## config.mk

```make
export PLATFORM = sky130hd
export DESIGN_NAME = vga_timing_gen_flat
export DESIGN_NICKNAME = d
export VERILOG_FILES = /design/src/rtl/video_pkg.sv /design/src/rtl/vga_timing_if.sv /design/src/rtl/delay_line.sv /design/src/rtl/vga_timing_gen.sv /design/src/flat_wrapper.sv
export SDC_FILE = /design/constraint.sdc
export NUM_CORES = 1
export LEC_CHECK = 0
export CAP_MARGIN = 20
export CORE_UTILIZATION = 25
export DETAILED_ROUTE_END_ITERATION = 8
export PLACE_DENSITY = 0.43
export SLEW_MARGIN = 20
export SYNTH_ARGS = -nofsm -noshare
export SYNTH_HDL_FRONTEND = slang
export SYNTH_SLANG_ARGS = --single-unit
```

## constraint.sdc

```tcl
create_clock -name pixel_clk_in -period 5 [get_ports pixel_clk_in]
set_clock_uncertainty 0.1 [all_clocks]
set_input_delay 0.75 -clock pixel_clk_in [delete_from_list [all_inputs] [get_ports pixel_clk_in]]
set_output_delay 0.75 -clock pixel_clk_in [all_outputs]
set_load 0.05 [all_outputs]
```

## src/rtl/video_pkg.sv

```systemverilog
// rtl/video_pkg.sv - default raster timing, counter types and sync/blank bundle
package video_pkg;

    localparam int VGA_H_ACTIVE   = 1024;
    localparam int VGA_H_FP       = 24;
    localparam int VGA_H_SYNC     = 136;
    localparam int VGA_H_BP       = 160;
    localparam int VGA_V_ACTIVE   = 768;
    localparam int VGA_V_FP       = 3;
    localparam int VGA_V_SYNC     = 6;
    localparam int VGA_V_BP       = 29;
    localparam int VGA_PIPE_DELAY = 4;
    localparam int VGA_FRAME_W    = 16;

    localparam int VGA_H_TOTAL = VGA_H_ACTIVE + VGA_H_FP + VGA_H_SYNC + VGA_H_BP;
    localparam int VGA_V_TOTAL = VGA_V_ACTIVE + VGA_V_FP + VGA_V_SYNC + VGA_V_BP;

    typedef logic [10:0] hcount_t;
    typedef logic [9:0]  vcount_t;

    typedef struct packed {
        logic hsync;
        logic vsync;
        logic blank;
    } vid_ctrl_t;

    // Value the delayed copies show until real timing has propagated through
    localparam vid_ctrl_t CTRL_BLANKED = '{hsync: 1'b1, vsync: 1'b1, blank: 1'b1};
    localparam vid_ctrl_t CTRL_ORIGIN  = '{hsync: 1'b1, vsync: 1'b1, blank: 1'b0};

endpackage

```

## src/rtl/vga_timing_if.sv

```systemverilog
// rtl/vga_timing_if.sv - scan position, sync/blank and frame outputs of the timing generator
interface vga_timing_if
    import video_pkg::*;
#(
    parameter int FRAME_W = VGA_FRAME_W
);
    hcount_t              hcount_out;
    vcount_t              vcount_out;
    logic                 hsync_out;
    logic                 vsync_out;
    logic                 blank_out;
    logic                 hsync_d_out;
    logic                 vsync_d_out;
    logic                 blank_d_out;
    logic                 frame_start_out;
    logic [FRAME_W-1:0]   frame_count_out;

    modport master (
        output hcount_out, vcount_out, hsync_out, vsync_out, blank_out,
               hsync_d_out, vsync_d_out, blank_d_out,
               frame_start_out, frame_count_out
    );

    modport slave (
        input  hcount_out, vcount_out, hsync_out, vsync_out, blank_out,
               hsync_d_out, vsync_d_out, blank_d_out,
               frame_start_out, frame_count_out
    );
endinterface

```

## src/rtl/delay_line.sv

```systemverilog
// rtl/delay_line.sv - fixed-depth shift register with synchronous reset to a preset value
module delay_line #(
    parameter int                  WIDTH     = 3,
    parameter int                  DEPTH     = 4,
    parameter logic [WIDTH-1:0]    RESET_VAL = '1
) (
    input  logic              pixel_clk_in,
    input  logic              rst_in,
    input  logic [WIDTH-1:0]  d,
    output logic [WIDTH-1:0]  q
);
    if (DEPTH == 0) begin : g_bypass
        logic unused_clk_rst;
        assign unused_clk_rst = pixel_clk_in & rst_in;
        assign q = d;
    end else begin : g_shift
        logic [WIDTH-1:0] stages [DEPTH];

        always_ff @(posedge pixel_clk_in) begin
            if (rst_in) begin
                for (int i = 0; i < DEPTH; i++) begin
                    stages[i] <= RESET_VAL;
                end
            end else begin
                stages[0] <= d;
                for (int i = 1; i < DEPTH; i++) begin
                    stages[i] <= stages[i-1];
                end
            end
        end

        assign q = stages[DEPTH-1];
    end
endmodule

```

## src/rtl/vga_timing_gen.sv

```systemverilog
// rtl/vga_timing_gen.sv - free-running raster counters with sync/blank, frame pulse and aligned delayed strobes
module vga_timing_gen
    import video_pkg::*;
#(
    parameter int H_ACTIVE   = VGA_H_ACTIVE,
    parameter int H_FP       = VGA_H_FP,
    parameter int H_SYNC     = VGA_H_SYNC,
    parameter int H_BP       = VGA_H_BP,
    parameter int V_ACTIVE   = VGA_V_ACTIVE,
    parameter int V_FP       = VGA_V_FP,
    parameter int V_SYNC     = VGA_V_SYNC,
    parameter int V_BP       = VGA_V_BP,
    parameter int PIPE_DELAY = VGA_PIPE_DELAY,
    parameter int FRAME_W    = VGA_FRAME_W
) (
    input  logic          pixel_clk_in,
    input  logic          rst_in,
    vga_timing_if.master  vid
);
    localparam int H_TOTAL = H_ACTIVE + H_FP + H_SYNC + H_BP;
    localparam int V_TOTAL = V_ACTIVE + V_FP + V_SYNC + V_BP;

    if (H_TOTAL >= 2**11) begin : g_h_total_check
        $error("vga_timing_gen: H_TOTAL %0d does not fit in 11 bits", H_TOTAL);
    end
    if (V_TOTAL >= 2**10) begin : g_v_total_check
        $error("vga_timing_gen: V_TOTAL %0d does not fit in 10 bits", V_TOTAL);
    end
    if (PIPE_DELAY < 0 || PIPE_DELAY > 15) begin : g_pipe_delay_check
        $error("vga_timing_gen: PIPE_DELAY %0d outside 0..15", PIPE_DELAY);
    end

    localparam hcount_t H_LAST   = hcount_t'(H_TOTAL - 1);
    localparam hcount_t H_BLANK  = hcount_t'(H_ACTIVE);
    localparam hcount_t HS_FIRST = hcount_t'(H_ACTIVE + H_FP);
    localparam hcount_t HS_LAST  = hcount_t'(H_ACTIVE + H_FP + H_SYNC - 1);
    localparam vcount_t V_LAST   = vcount_t'(V_TOTAL - 1);
    localparam vcount_t V_BLANK  = vcount_t'(V_ACTIVE);
    localparam vcount_t VS_FIRST = vcount_t'(V_ACTIVE + V_FP);
    localparam vcount_t VS_LAST  = vcount_t'(V_ACTIVE + V_FP + V_SYNC - 1);

    hcount_t             hcount_q, hcount_nxt;
    vcount_t             vcount_q, vcount_nxt;
    vid_ctrl_t           ctrl_q, ctrl_nxt, ctrl_d;
    logic                line_end, frame_end;
    logic                frame_start_q;
    logic [FRAME_W-1:0]  frame_count_q;

    // Strobes are decoded from the next counter values so that, once registered,
    // they describe the position shown in the same cycle.
    always_comb begin
        line_end   = (hcount_q == H_LAST);
        frame_end  = line_end && (vcount_q == V_LAST);
        hcount_nxt = line_end ? '0 : hcount_q + hcount_t'(1);
        vcount_nxt = vcount_q;
        if (line_end) begin
            vcount_nxt = (vcount_q == V_LAST) ? '0 : vcount_q + vcount_t'(1);
        end
        ctrl_nxt.hsync = !((hcount_nxt >= HS_FIRST) && (hcount_nxt <= HS_LAST));
        ctrl_nxt.vsync = !((vcount_nxt >= VS_FIRST) && (vcount_nxt <= VS_LAST));
        ctrl_nxt.blank = (hcount_nxt >= H_BLANK) || (vcount_nxt >= V_BLANK);
    end

    always_ff @(posedge pixel_clk_in) begin
        if (rst_in) begin
            hcount_q      <= '0;
            vcount_q      <= '0;
            ctrl_q        <= CTRL_ORIGIN;
            frame_start_q <= 1'b0;
            frame_count_q <= '0;
        end else begin
            hcount_q      <= hcount_nxt;
            vcount_q      <= vcount_nxt;
            ctrl_q        <= ctrl_nxt;
            frame_start_q <= frame_end;
            if (frame_end) begin
                frame_count_q <= frame_count_q + 1'b1;
            end
        end
    end

    delay_line #(
        .WIDTH     ($bits(vid_ctrl_t)),
        .DEPTH     (PIPE_DELAY),
        .RESET_VAL (CTRL_BLANKED)
    ) u_ctrl_delay (
        .pixel_clk_in (pixel_clk_in),
        .rst_in       (rst_in),
        .d            (ctrl_q),
        .q            (ctrl_d)
    );

    assign vid.hcount_out      = hcount_q;
    assign vid.vcount_out      = vcount_q;
    assign vid.hsync_out       = ctrl_q.hsync;
    assign vid.vsync_out       = ctrl_q.vsync;
    assign vid.blank_out       = ctrl_q.blank;
    assign vid.hsync_d_out     = ctrl_d.hsync;
    assign vid.vsync_d_out     = ctrl_d.vsync;
    assign vid.blank_d_out     = ctrl_d.blank;
    assign vid.frame_start_out = frame_start_q;
    assign vid.frame_count_out = frame_count_q;
endmodule

```

## src/flat_wrapper.sv

```systemverilog
// flat-port wrapper written by rule: the top's interface ports become plain ports
module vga_timing_gen_flat import video_pkg::*;
#(
    parameter int H_ACTIVE   = VGA_H_ACTIVE,
    parameter int H_FP       = VGA_H_FP,
    parameter int H_SYNC     = VGA_H_SYNC,
    parameter int H_BP       = VGA_H_BP,
    parameter int V_ACTIVE   = VGA_V_ACTIVE,
    parameter int V_FP       = VGA_V_FP,
    parameter int V_SYNC     = VGA_V_SYNC,
    parameter int V_BP       = VGA_V_BP,
    parameter int PIPE_DELAY = VGA_PIPE_DELAY,
    parameter int FRAME_W    = VGA_FRAME_W
)
  (pixel_clk_in, rst_in, vid_hcount_out, vid_vcount_out, vid_hsync_out, vid_vsync_out, vid_blank_out, vid_hsync_d_out, vid_vsync_d_out, vid_blank_d_out, vid_frame_start_out, vid_frame_count_out);
  vga_timing_if #(.FRAME_W(FRAME_W)) vid_i ();
  input  logic pixel_clk_in;
  input  logic rst_in;
  output wire logic [$bits(vid_i.hcount_out)-1:0] vid_hcount_out;
  output wire logic [$bits(vid_i.vcount_out)-1:0] vid_vcount_out;
  output wire logic [$bits(vid_i.hsync_out)-1:0] vid_hsync_out;
  output wire logic [$bits(vid_i.vsync_out)-1:0] vid_vsync_out;
  output wire logic [$bits(vid_i.blank_out)-1:0] vid_blank_out;
  output wire logic [$bits(vid_i.hsync_d_out)-1:0] vid_hsync_d_out;
  output wire logic [$bits(vid_i.vsync_d_out)-1:0] vid_vsync_d_out;
  output wire logic [$bits(vid_i.blank_d_out)-1:0] vid_blank_d_out;
  output wire logic [$bits(vid_i.frame_start_out)-1:0] vid_frame_start_out;
  output wire logic [$bits(vid_i.frame_count_out)-1:0] vid_frame_count_out;
  assign vid_hcount_out = vid_i.hcount_out;
  assign vid_vcount_out = vid_i.vcount_out;
  assign vid_hsync_out = vid_i.hsync_out;
  assign vid_vsync_out = vid_i.vsync_out;
  assign vid_blank_out = vid_i.blank_out;
  assign vid_hsync_d_out = vid_i.hsync_d_out;
  assign vid_vsync_d_out = vid_i.vsync_d_out;
  assign vid_blank_d_out = vid_i.blank_d_out;
  assign vid_frame_start_out = vid_i.frame_start_out;
  assign vid_frame_count_out = vid_i.frame_count_out;
  vga_timing_gen #(.H_ACTIVE(H_ACTIVE), .H_FP(H_FP), .H_SYNC(H_SYNC), .H_BP(H_BP), .V_ACTIVE(V_ACTIVE), .V_FP(V_FP), .V_SYNC(V_SYNC), .V_BP(V_BP), .PIPE_DELAY(PIPE_DELAY), .FRAME_W(FRAME_W)) u_core (.pixel_clk_in(pixel_clk_in), .rst_in(rst_in), .vid(vid_i));
endmodule
```

* Word level (Yosys, flattened, before mapping)
Memories as Yosys holds them, arrays and structs flattened. Cells that the tools add are included.
Word-level totals: register bits 41, bits in writable memories 12, bits of input ports 2, output and inout port bits 44, word-level logic and storage cells 39, memories 1
Memory list:
- u_core.u_ctrl_delay.g_shift.stages | words 4, width 3, read ports 4, clocked after Yosys merged registers in 0, write ports 4, line delay_line.sv:17 | logic [WIDTH-1:0] stages [DEPTH];
Cells by class: add/sub/neg operators 3, $lt $le $gt $ge 6, equality and inequality tests 2, multiplexer cells 10, bitwise operators 4, reductions and logical operators 6
Operator list (number):
- 11-bit greater-or-equal comparator, second input constant | 2
- 10-bit greater-or-equal comparator, second input constant | 2
- 10-bit two-way mux | 2
- 16-bit by 1-bit adder with 16-bit output, second input constant | 1
- 3-bit two-way mux | 4
- 11-bit by 1-bit adder with 11-bit output, second input constant | 1
- 11-bit equality test, second input constant | 1
- 11-bit less-or-equal comparator, second input constant | 1
- 11-bit two-way mux | 1
- 10-bit by 1-bit adder with 10-bit output, second input constant | 1
- 10-bit equality test, second input constant | 1
- 10-bit less-or-equal comparator, second input constant | 1
- 1-bit bitwise OR | 4
- 1-bit logical AND | 3
- 1-bit two-way mux | 3
- 1-bit logical NOT | 2
- 1-bit logical OR | 1

* Longest topological paths before layout
Gate-level depths: netlist (run 1).
depth after elaboration 6, depth in mapped cells 8, gate-level depth less buffers 8

* By module
From an unflattened synthesis (run 1), not the netlist that was laid out.
Second synthesis, totals: cells, all modules 265, area total of the unflattened synthesis 2332.2 um^2
By module, submodules not included:
- vga_timing_gen | times used 1, cells each 240, area each 2011.9 um^2
- delay_line | times used 1, cells each 25, area each 320.3 um^2

* Worst setup path after synthesis (run 1)
No wires, ideal clock.
path type flip-flop to flip-flop, start reg u_core.vcount_q[5] (netlist: u_core.vid.vcount_out[5]), end reg u_core.frame_count_q[6] (netlist: u_core.vid.frame_count_out[6]), arrival time 2050 ps, required time 4772 ps, setup slack 2722 ps, stages on the path, launching flop included 8, buffers on the path 1, period minus slack after synthesis 2278 ps, cells stage by stage dfxtp_1 -> clkbuf_1 -> nand3_1 -> or4_4 -> nor2_8 -> and3b_1 -> xnor2_1 -> nor2_1
Between the ends: longest elaborated chain between the ends 2
RTL lines:
- start, declared | line vga_timing_gen.sv:43 | vcount_t vcount_q, vcount_nxt;
- start signal, assigned | line vga_timing_gen.sv:73 | vcount_q <= vcount_nxt;
- 10-bit equality test | line vga_timing_gen.sv:53 | frame_end = line_end && (vcount_q == V_LAST);
- 1-bit logical AND | line vga_timing_gen.sv:53
- end signal, assigned | line vga_timing_gen.sv:77 | frame_count_q <= frame_count_q + 1'b1;
- end, declared | line vga_timing_gen.sv:47 | logic [FRAME_W-1:0] frame_count_q;
No other way between the ends. A chain may end at the register's enable or synchronous reset.

* Final worst setup path (run 1)
start reg u_core.hcount_q[6] (netlist: u_core.vid.hcount_out[6]), end out vid_hcount_out[6]
RTL lines:
- start, declared | line vga_timing_gen.sv:42 | hcount_t hcount_q, hcount_nxt;
- start signal, assigned | line vga_timing_gen.sv:72 | hcount_q <= hcount_nxt;
- end, declared | line flat_wrapper.sv:19 | output wire logic [$bits(vid_i.hcount_out)-1:0] vid_hcount_out;
No word-level cell between the ends.

==> qor.log, run 1 <==
INFO  outcome        run_status=finished, final reports clean
INFO  cts            clkSinkCount=53
INFO  sta            maximum_clock_frequency=380MHz
INFO  layout         post_route_cells_drive_above_1_share=0.122
INFO  routing        detail_route.drc_violations=0
INFO  sta            final_cycle_utilization_of_the_critical_path=0.527
INFO  critical_path  worstPathArrival=1780ps
INFO  power_and_ir_drop ir_drop=0.000124V
INFO  critical_path  worstPathMaxFanout=9
INFO  floorplanning  chipWidth=102um
INFO  synth          yosysSeqAreaShare=0.427
INFO  placed_design  hpwlAfterDp=4010um
INFO  routing        detailedRoute.firstIterationViolations=82
INFO  global_routing pin_count_of_the_biggest_net_entering_global_routing=48
INFO  placed_design  placed_cell_area=3050um2
INFO  cts            postCtsResizedCells=0
INFO  synth          post_synth.cell_area_avg=8.90um2
INFO  synth          synth.largest_area_cell=sky130_fd_sc_hd__dfxtp_1
INFO  floorplanning  dieArea=10,300um2
INFO  synth          synthesis.nets=286
INFO  layout         insertedDiodeCount=0
INFO  layout         flow.area_growth_from_synthesis=26.6%
INFO  power_and_ir_drop power.density=225nW/um2
INFO  floorplanning  die_height=102um
INFO  global_routing grt_first_pass_wirelength=9270um
INFO  routing        detail_route.wl_per_cell=12.8um
INFO  power_and_ir_drop intPower=535uW
INFO  cts            cts_max_path_buffers=2
INFO  layout         stdcell_area=3140um2
INFO  synth          mappedNetlistArea=2480um2
INFO  routing        totalWireLength=5790um
INFO  cts            cts.reportedPaths.clkPinSlew=110ps
INFO  critical_path  cpPeakStageDelay=890ps
INFO  synth          synth-seq-cells=53
INFO  sta            hold_viol_final=0
INFO  cts            setup_repair_bufs_after_cts=0
INFO  global_routing initial_antenna_violation_count=0
INFO  power_and_ir_drop sequentialPowerShare=0.606
INFO  placed_design  numPlacedInstances=445
INFO  synth          ys_async_sr_fraction=0
INFO  floorplanning  core_area=9680um2
INFO  layout         final-instance-count-excl-fill=453
INFO  synth          syn-instance-count=279
INFO  synth          synth_edf_count=0
INFO  placed_design  place.port_buffers=45
INFO  critical_path  cp.required=4150ps
INFO  critical_path  cp_num_buf_inv=1
INFO  routing        final_antenna_net_count=0
INFO  power_and_ir_drop netSwitchingFraction=0.244
INFO  sta            maxSlewHeadroom=0.633
INFO  critical_path  startpoint_types=register
INFO  global_routing grt_overflow=0
INFO  floorplanning  initial_core_utilization=0.256
INFO  floorplanning  rows=36
INFO  cts            cts_htree_levels=2
INFO  power_and_ir_drop switchingPower=173uW
INFO  synth          synthesis.yosys.warnings=0
INFO  cts            cts_tree=built
INFO  power_and_ir_drop static_leakage=1.05nW
INFO  synth          synth.lib_cells_used.distinct=52
INFO  cts            postCtsHoldBufs=0
INFO  hold_path      min-delay-path-class=register to register
INFO  sta            setup_viol=0
INFO  layout         final_nets=326
INFO  synth          synth_area_leaders=sky130_fd_sc_hd__dfxtp_1 43%, sky130_fd_sc_hd__xnor2_1 5.6%, sky130_fd_sc_hd__nor2_1 5.3%, sky130_fd_sc_hd__or2_2 3.8%, sky130_fd_sc_hd__nor3_1 3.6%
INFO  cts            source_to_sink_clock_delay_at_the_later_pin_of_the_worst_skew_pair=310ps
INFO  sta            timing.final.crit_period=2630ps
INFO  sta            fin_worst_hold_slack=316ps
INFO  routing        total_via_count_after_detailed_routing=2,053
INFO  synth          synth_top_flop_cell=sky130_fd_sc_hd__dfxtp_1
INFO  sta            final.setup.worst_slack=2370ps
INFO  critical_path  timing.critical_path.cells=clkdlybuf4s50_1
INFO  critical_path  slowest_stage=sky130_fd_sc_hd__clkdlybuf4s50_1
INFO  sta            tightestPinTransition=549ps
INFO  global_routing via_count_of_the_first_global_routing_pass=1,822
INFO  sta            grt_setup_unrepaired=no
INFO  routing        firstDrtPassIters=4
INFO  sta            setup_tns=0ps
INFO  power_and_ir_drop pwr-share-clk=0.356
INFO  critical_path  setup.worst_path.end_class=output port
INFO  global_routing grt_util_all_layers=0.115
INFO  power_and_ir_drop comb_power_share=0.039
INFO  floorplanning  floorplan.io_pins=46
INFO  cts            num_cts_buffers=5
INFO  placed_design  place_ws=2520ps
INFO  critical_path  path_delay_family=buffers and inverters
INFO  layout         post-route-util=0.325
INFO  sta            maxSlewViolCount=0
INFO  routing        via_per_instance_ratio=4.53
INFO  cts            root_buffer=sky130_fd_sc_hd__clkbuf_8
INFO  placed_design  gp_congestion=0.730
INFO  power_and_ir_drop post-layout-total-power=708uW
INFO  run            drv.max_cap_violation_count=0
INFO  critical_path  crit_type=register to output port
INFO  synth          synth_top_cell_area_share=0.427
path summary, 6_finish.rpt:
check                                                              start                                        to  slack (ps)  cells after the start
worst min-delay path            u_core.u_ctrl_delay.g_shift.stages[2][0]  u_core.u_ctrl_delay.g_shift.stages[3][0]         320                      1
worst max-delay path                            u_core.vid.hcount_out[6]                         vid_hcount_out[6]        2370                      1
worst max register to register                  u_core.vid.hcount_out[0]                      u_core.vid.hsync_out        2570                      6
worst min register to register  u_core.u_ctrl_delay.g_shift.stages[2][0]  u_core.u_ctrl_delay.g_shift.stages[3][0]         320                      1
routing by layer:
metal,vias to the layer above,share of wire,GRT usage
li1,1053,-,-
met1,963,0.51,0.155
met2,33,0.46,0.185
met3,4,0.023,0.0214
met4,0,0.011,0.0357
met5,-,0,0
power groups by stage:
stage	registers (mW)	clock network (mW)	logic, mW
final	0.429	0.252	0.0274
after global routing	0.430	0.279	0.0297
after CTS	0.429	0.265	0.0276
after detailed placement	0.439	0	0.0277
after global placement	0.439	0	0.0274
after floorplan	0.446	0	0.0113
state kept, by name, indices dropped and copies added (netlist names):
name	count
u_core.u_ctrl_delay.g_shift.stages	12
u_core.vid.blank_out	1
u_core.vid.frame_count_out	16
u_core.vid.frame_start_out	1
u_core.vid.hcount_out	11
u_core.vid.hsync_out	1
u_core.vid.vcount_out	10
u_core.vid.vsync_out	1
placed cells by master, fill, tap and decap left out, drive strengths merged, types with 3 or more instances in the layout:
master / instances
clkdlybuf4s50: 45
xnor2: 16
nand3: 10
xor2: 9
nor2: 36
and3: 5
and2: 5
nand4b: 3
or3: 4
or2: 16
nand4: 9
dfxtp: 53
nand2: 23
a21oi: 9
nor4: 4
o21ai: 7
nor3: 20
ha: 5
clkbuf: 5
inv: 7
cells in the mapped netlist (4+ instances only):
| master | number |
|---|---|
| sky130_fd_sc_hd__nand4_1 | 7 |
| sky130_fd_sc_hd__a21oi_1 | 9 |
| sky130_fd_sc_hd__nand3_1 | 10 |
| sky130_fd_sc_hd__or2_2 | 15 |
| sky130_fd_sc_hd__nand2_1 | 23 |
| sky130_fd_sc_hd__o21ai_0 | 6 |
| sky130_fd_sc_hd__xor2_1 | 9 |
| sky130_fd_sc_hd__clkbuf_1 | 8 |
| sky130_fd_sc_hd__xnor2_1 | 16 |
| sky130_fd_sc_hd__ha_1 | 5 |
| sky130_fd_sc_hd__dfxtp_1 | 53 |
| sky130_fd_sc_hd__nor3_1 | 18 |
| sky130_fd_sc_hd__buf_2 | 4 |
| sky130_fd_sc_hd__nor2_1 | 35 |
| sky130_fd_sc_hd__and2_1 | 5 |
| sky130_fd_sc_hd__and3_1 | 4 |
| sky130_fd_sc_hd__inv_1 | 6 |
cell type report:
cell class | count | area [um2]
clock buffers | 5 | 68.8
clock inverters | 3 | 25.0
fillers | 1024 | 6540
inverters | 6 | 22.5
multi-input cells | 207 | 1340
flip-flops and latches | 53 | 1060
well taps | 133 | 166
repair buffers | 46 | 458
logic make-up after synthesis:
group | count (synthesis) | synth area share
xor+xnor | 25 | 0.0882
simple gates | 143 | 0.334
buf+inv | 19 | 0.0322
fa+ha+maj | 5 | 0.0252
flops | 53 | 0.427
compound gates | 32 | 0.0846
mux | 2 | 0.00856
No activity file was read; power rests on OpenSTA's default activity.
==> run 2: changes to the inputs <==
- clock period: 5 -> 2.5 ns (I/O delays scaled with it)
==> qor.log, run 2 (synthesized netlist as in run 1, its figures left out) <==
INFO  outcome        run_status=finished, final reports clean
INFO  placed_design  hpwlAfterDp=4250um
INFO  critical_path  path_delay_family=buffers and inverters
INFO  cts            postCtsHoldBufs=0
INFO  global_routing grt_util_all_layers=0.123
INFO  routing        detailedRoute.firstIterationViolations=72
INFO  routing        firstDrtPassIters=4
INFO  power_and_ir_drop static_leakage=1.11nW
INFO  cts            cts_max_path_buffers=2
INFO  critical_path  setup.worst_path.end_class=output port
INFO  global_routing via_count_of_the_first_global_routing_pass=1,981
INFO  sta            maximum_clock_frequency=445MHz
INFO  critical_path  slowest_stage=sky130_fd_sc_hd__clkdlybuf4s50_1
INFO  routing        final_antenna_net_count=0
INFO  layout         largest_reg_flops=16
INFO  floorplanning  die_height=102um
INFO  sta            maxSlewHeadroom=0.634
INFO  sta            tightestPinTransition=548ps
INFO  layout         insertedDiodeCount=0
INFO  hold_path      timing.hold.worst.start=u_core.u_ctrl_delay.g_shift.stages[2][1]
INFO  power_and_ir_drop post-layout-total-power=1.42mW
INFO  critical_path  worstPathArrival=1770ps
INFO  cts            root_buffer=sky130_fd_sc_hd__clkbuf_8
INFO  layout         post_route_cells_drive_above_1_share=0.152
INFO  floorplanning  floorplan.io_pins=46
INFO  critical_path  timing.critical_path.cells=clkdlybuf4s50_1
INFO  cts            cts.reportedPaths.clkPinSlew=100ps
INFO  critical_path  rr_startpoint=u_core.vid.hcount_out[0]
INFO  global_routing initial_antenna_violation_count=0
INFO  routing        totalWireLength=6000um
INFO  floorplanning  chipWidth=102um
INFO  critical_path  worstPathMaxFanout=9
INFO  layout         layout_commonest_cell=sky130_fd_sc_hd__dfxtp_1
INFO  global_routing grt_overflow=0
INFO  hold_path      min-delay-path-class=register to register
INFO  sta            fin_worst_hold_slack=316ps
INFO  critical_path  startpoint_types=register
INFO  floorplanning  rows=36
INFO  cts            cts_htree_levels=2
INFO  routing        via_per_instance_ratio=4.52
INFO  cts            postCtsResizedCells=0
INFO  sta            timing.final.crit_period=2250ps
INFO  sta            setup_tns=0ps
INFO  run            drv.max_cap_violation_count=0
INFO  sta            grt_setup_unrepaired=no
INFO  routing        detail_route.drc_violations=0
INFO  cts            clkSinkCount=53
INFO  routing        detail_route.wl_per_cell=13.0um
INFO  layout         mostFrequentLayoutCells=53 x sky130_fd_sc_hd__dfxtp_1, 45 x sky130_fd_sc_hd__clkdlybuf4s50_1, 35 x sky130_fd_sc_hd__nor2_1
INFO  critical_path  cp.required=2030ps
INFO  power_and_ir_drop ir_drop=0.000222V
INFO  sta            maxSlewViolCount=0
INFO  cts            cts_tree=built
INFO  floorplanning  initial_core_utilization=0.256
INFO  sta            setup_viol=0
INFO  placed_design  gp_congestion=0.788
INFO  layout         fillCellCount=1,009
INFO  critical_path  cp_num_buf_inv=1
INFO  critical_path  cpPeakStageDelay=880ps
INFO  critical_path  timing.critical_path.from=u_core.vid.hcount_out[9]
INFO  placed_design  place.port_buffers=45
INFO  cts            num_cts_buffers=5
INFO  critical_path  rrSetupSlack=260ps
INFO  routing        total_via_count_after_detailed_routing=2,095
INFO  global_routing pin_count_of_the_biggest_net_entering_global_routing=47
INFO  cts            setup_repair_bufs_after_cts=0
INFO  layout         flow.area_growth_from_synthesis=29.9%
INFO  sta            hold_viol_final=0
INFO  sta            final_cycle_utilization_of_the_critical_path=0.899
INFO  global_routing grt_first_pass_wirelength=9990um
INFO  floorplanning  dieArea=10,300um2
INFO  cts            source_to_sink_clock_delay_at_the_later_pin_of_the_worst_skew_pair=300ps
INFO  floorplanning  core_area=9680um2
INFO  critical_path  crit_type=register to output port
INFO  power_and_ir_drop power.density=441nW/um2
INFO  layout         final_nets=336
==> run 2: changes by cell type in the layout (fill, tap and decap cells not counted) <==
cell | before | now
sky130_fd_sc_hd__clkinvlp_4 | 1 | 0
sky130_fd_sc_hd__buf_4 | 1 | 11
sky130_fd_sc_hd__a2111oi_2 | 0 | 1
sky130_fd_sc_hd__clkinv_4 | 1 | 2
sky130_fd_sc_hd__a2111oi_0 | 1 | 0
==> run 2: where the power goes <==
part	switching, mW	total [mW]	internal, mW
clock	0.298	0.503	0.205
combinational	0.0438	0.0635	0.0197
sequential	0.00532	0.856	0.851
total	0.347	1.42	1.08
==> run 2: final timing paths <==
path,endpoint,cells past startpoint
setup / recovery,vid_hcount_out[9],1
hold reg to reg,u_core.u_ctrl_delay.g_shift.stages[3][1],1
setup reg to reg,u_core.vid.vsync_out,6
hold / removal,u_core.u_ctrl_delay.g_shift.stages[3][1],1
==> run 2: metrics by stage <==
| stage | setup slack, ps | cell area (um2) | util | instances |
|---|---|---|---|---|
| 5_1_grt | 53.5 | 3230 | 0.333 | 463 |
| 3_5_place_dp | 103 | 3130 | 0.323 | 455 |
| 3_3_place_gp | 173 | 3130 | 0.323 | 455 |
| 4_1_cts | 69.1 | 3220 | 0.333 | 463 |
| 2_1_floorplan | 222 | 2480 | - | 279 |
| 6_report | 253 | 3230 | 0.333 | 463 |
==> run 2: layout make-up <==
cell class / count / area, um2 / area share
inverters: 6 / 22.5 / 0.00698
multi-input cells: 207 / 1350 / 0.418
repair buffers: 56 / 533 / 0.165
clock inverters: 3 / 26.3 / 0.00814
well taps: 133 / 166 / 0.0516
clock buffers: 5 / 68.8 / 0.0213
flip-flops and latches: 53 / 1060 / 0.329
==> run 2: worst reg2reg max path, cell delays in order (launching register included) <==
cell and delay (ps):
sky130_fd_sc_hd__dfxtp_1 450, sky130_fd_sc_hd__ha_1 400, sky130_fd_sc_hd__nand4_4 290, sky130_fd_sc_hd__o21a_1 270
sky130_fd_sc_hd__or2_2 310, sky130_fd_sc_hd__o22ai_1 170, sky130_fd_sc_hd__nand4_1 120
==> run 2: routing by layer <==
metal	part of all wire	vias to the layer above	routed length (um)	GRT usage
li1	-	1072	-	-
met1	0.48	970	2860	0.164
met2	0.48	51	2860	0.207
met3	0.039	2	235	0.0221
met4	0.0067	0	40	0.0301
met5	0	-	0	0
==> run 3: changes to the inputs <==
- CORE_MARGIN: unset -> 1.5
==> qor.log, run 3 (synthesized netlist as in run 1, its figures left out) <==
INFO  sta            maximum_clock_frequency=442MHz
INFO  floorplanning  die_height=103um
INFO  power_and_ir_drop sequentialPowerShare=0.559
INFO  critical_path  slowest_stage=sky130_fd_sc_hd__a2111oi_1
INFO  global_routing grt_util_all_layers=0.120
INFO  routing        detail_route.drc_violations=0
INFO  cts            cts_max_path_buffers=2
INFO  layout         insertedDiodeCount=0
INFO  outcome        run_status=finished, final reports clean
INFO  layout         multi_input_area=1340um2
INFO  cts            postCtsHoldBufs=0
INFO  layout         final-instance-count-excl-fill=462
INFO  floorplanning  floorplan.io_pins=46
INFO  sta            timing.final.crit_period=2260ps
INFO  power_and_ir_drop post-layout-total-power=1.53mW
INFO  sta            grt_setup_unrepaired=no
INFO  floorplanning  dieArea=10,500um2
INFO  sta            maxSlewHeadroom=0.622
INFO  placed_design  placed_cell_area=3120um2
INFO  floorplanning  initial_core_utilization=0.256
INFO  sta            fin_worst_hold_slack=315ps
INFO  global_routing pin_count_of_the_biggest_net_entering_global_routing=47
INFO  routing        via_per_instance_ratio=4.52
INFO  placed_design  place_ws=183ps
INFO  sta            final.setup.worst_slack=238ps
INFO  critical_path  worstPathMaxFanout=15
INFO  cts            source_to_sink_clock_delay_at_the_later_pin_of_the_worst_skew_pair=300ps
INFO  routing        detail_route.wl_per_cell=13.1um
INFO  layout         layout_commonest_cell=sky130_fd_sc_hd__dfxtp_1
INFO  global_routing grt_overflow=0
INFO  cts            root_buffer=sky130_fd_sc_hd__clkbuf_8
INFO  cts            cts_tree=built
INFO  run            drv.max_cap_violation_count=0
INFO  power_and_ir_drop power.density=473nW/um2
INFO  routing        final_antenna_net_count=0
INFO  power_and_ir_drop ir_drop=0.000219V
INFO  critical_path  cp.required=2650ps
INFO  cts            clkSinkCount=53
INFO  floorplanning  rows=36
INFO  sta            tightestPinTransition=565ps
INFO  sta            maxSlewViolCount=0
INFO  critical_path  cpPeakStageDelay=560ps
INFO  layout         sequential_cell_area=1060um2
INFO  critical_path  cp_num_buf_inv=0
INFO  critical_path  crit_type=register to register
INFO  critical_path  worstPathArrival=2410ps
INFO  sta            final_cycle_utilization_of_the_critical_path=0.905
INFO  layout         final_nets=335
INFO  global_routing initial_antenna_violation_count=0
INFO  global_routing grt_first_pass_wirelength=9790um
INFO  routing        totalWireLength=6070um
INFO  critical_path  timing.critical_path.cells=ha_1 -> nand4_4 -> a2111oi_1 -> nand2b_1 -> a31o_2 -> nand4b_1
INFO  cts            cts_htree_levels=2
INFO  placed_design  gp_congestion=0.814
INFO  layout         post_route_cells_drive_above_1_share=0.146
INFO  cts            cts.reportedPaths.clkPinSlew=100ps
INFO  sta            setup_viol=0
INFO  critical_path  startpoint_types=register
INFO  cts            num_cts_buffers=5
INFO  power_and_ir_drop intPower=1.20mW
INFO  floorplanning  core_area=9680um2
INFO  routing        total_via_count_after_detailed_routing=2,086
INFO  placed_design  hpwlAfterDp=4340um
INFO  critical_path  path_delay_family=compound AO/OA/AOI/OAI gates
INFO  power_and_ir_drop netSwitchingFraction=0.220
INFO  power_and_ir_drop pwr-share-clk=0.402
INFO  power_and_ir_drop comb_power_share=0.040
INFO  layout         fillCellCount=1,026
INFO  placed_design  place.port_buffers=45
INFO  hold_path      min-delay-path-class=register to register
INFO  layout         mostFrequentLayoutCells=53 x sky130_fd_sc_hd__dfxtp_1, 45 x sky130_fd_sc_hd__clkdlybuf4s50_1, 35 x sky130_fd_sc_hd__nor2_1
INFO  layout         stdcell_area=3240um2
INFO  routing        firstDrtPassIters=4
INFO  floorplanning  chipWidth=103um
INFO  routing        detailedRoute.firstIterationViolations=59
INFO  global_routing via_count_of_the_first_global_routing_pass=1,959
INFO  sta            hold_viol_final=0
INFO  layout         largest_reg_flops=16
INFO  placed_design  numPlacedInstances=454
INFO  power_and_ir_drop static_leakage=1.11nW
INFO  layout         post-route-util=0.334
INFO  sta            setup_tns=0ps
INFO  power_and_ir_drop switchingPower=336uW
INFO  critical_path  setup.worst_path.end_class=register
INFO  layout         flow.area_growth_from_synthesis=30.4%
-- run 3: final timing paths --
check / from / end / slack [ps] / depth (start not counted)
setup reg to reg: u_core.vid.hcount_out[0] / u_core.vid.hsync_out / 240 / 6
hold reg to reg: u_core.u_ctrl_delay.g_shift.stages[2][1] / u_core.u_ctrl_delay.g_shift.stages[3][1] / 310 / 1
hold / removal: u_core.u_ctrl_delay.g_shift.stages[2][1] / u_core.u_ctrl_delay.g_shift.stages[3][1] / 310 / 1
setup / recovery: u_core.vid.hcount_out[0] / u_core.vid.hsync_out / 240 / 6
-- run 3: per-layer routing --
layer	up-vias	GRT usage	share of wire
li1	1068	-	-
met1	965	0.163	0.49
met2	43	0.193	0.45
met3	10	0.0210	0.032
met4	0	0.0411	0.023
met5	-	0	0
-- run 3: power groups by stage --
stage / sequential [mW] / combinational [mW] / clock, mW
finish: 0.856 / 0.0607 / 0.616
global route: 0.858 / 0.0658 / 0.676
CTS: 0.856 / 0.0616 / 0.647
detailed placement: 0.875 / 0.0615 / 0
global placement: 0.875 / 0.0618 / 0
floorplan: 0.892 / 0.0225 / 0
-- run 3: what timing repair did --
item	in CTS	in global routing
setup endpoints to repair	0	1
gates resized for setup	0	1
buffers inserted	0	0
-- run 3: layout make-up --
cell class	count	share of cell area
multi-input combinational	207	0.415
sequential	53	0.328
timing repair buffer	55	0.162
tap	133	0.0514
clock buffer	6	0.0255
clock inverter	2	0.0116
inverter	6	0.00695
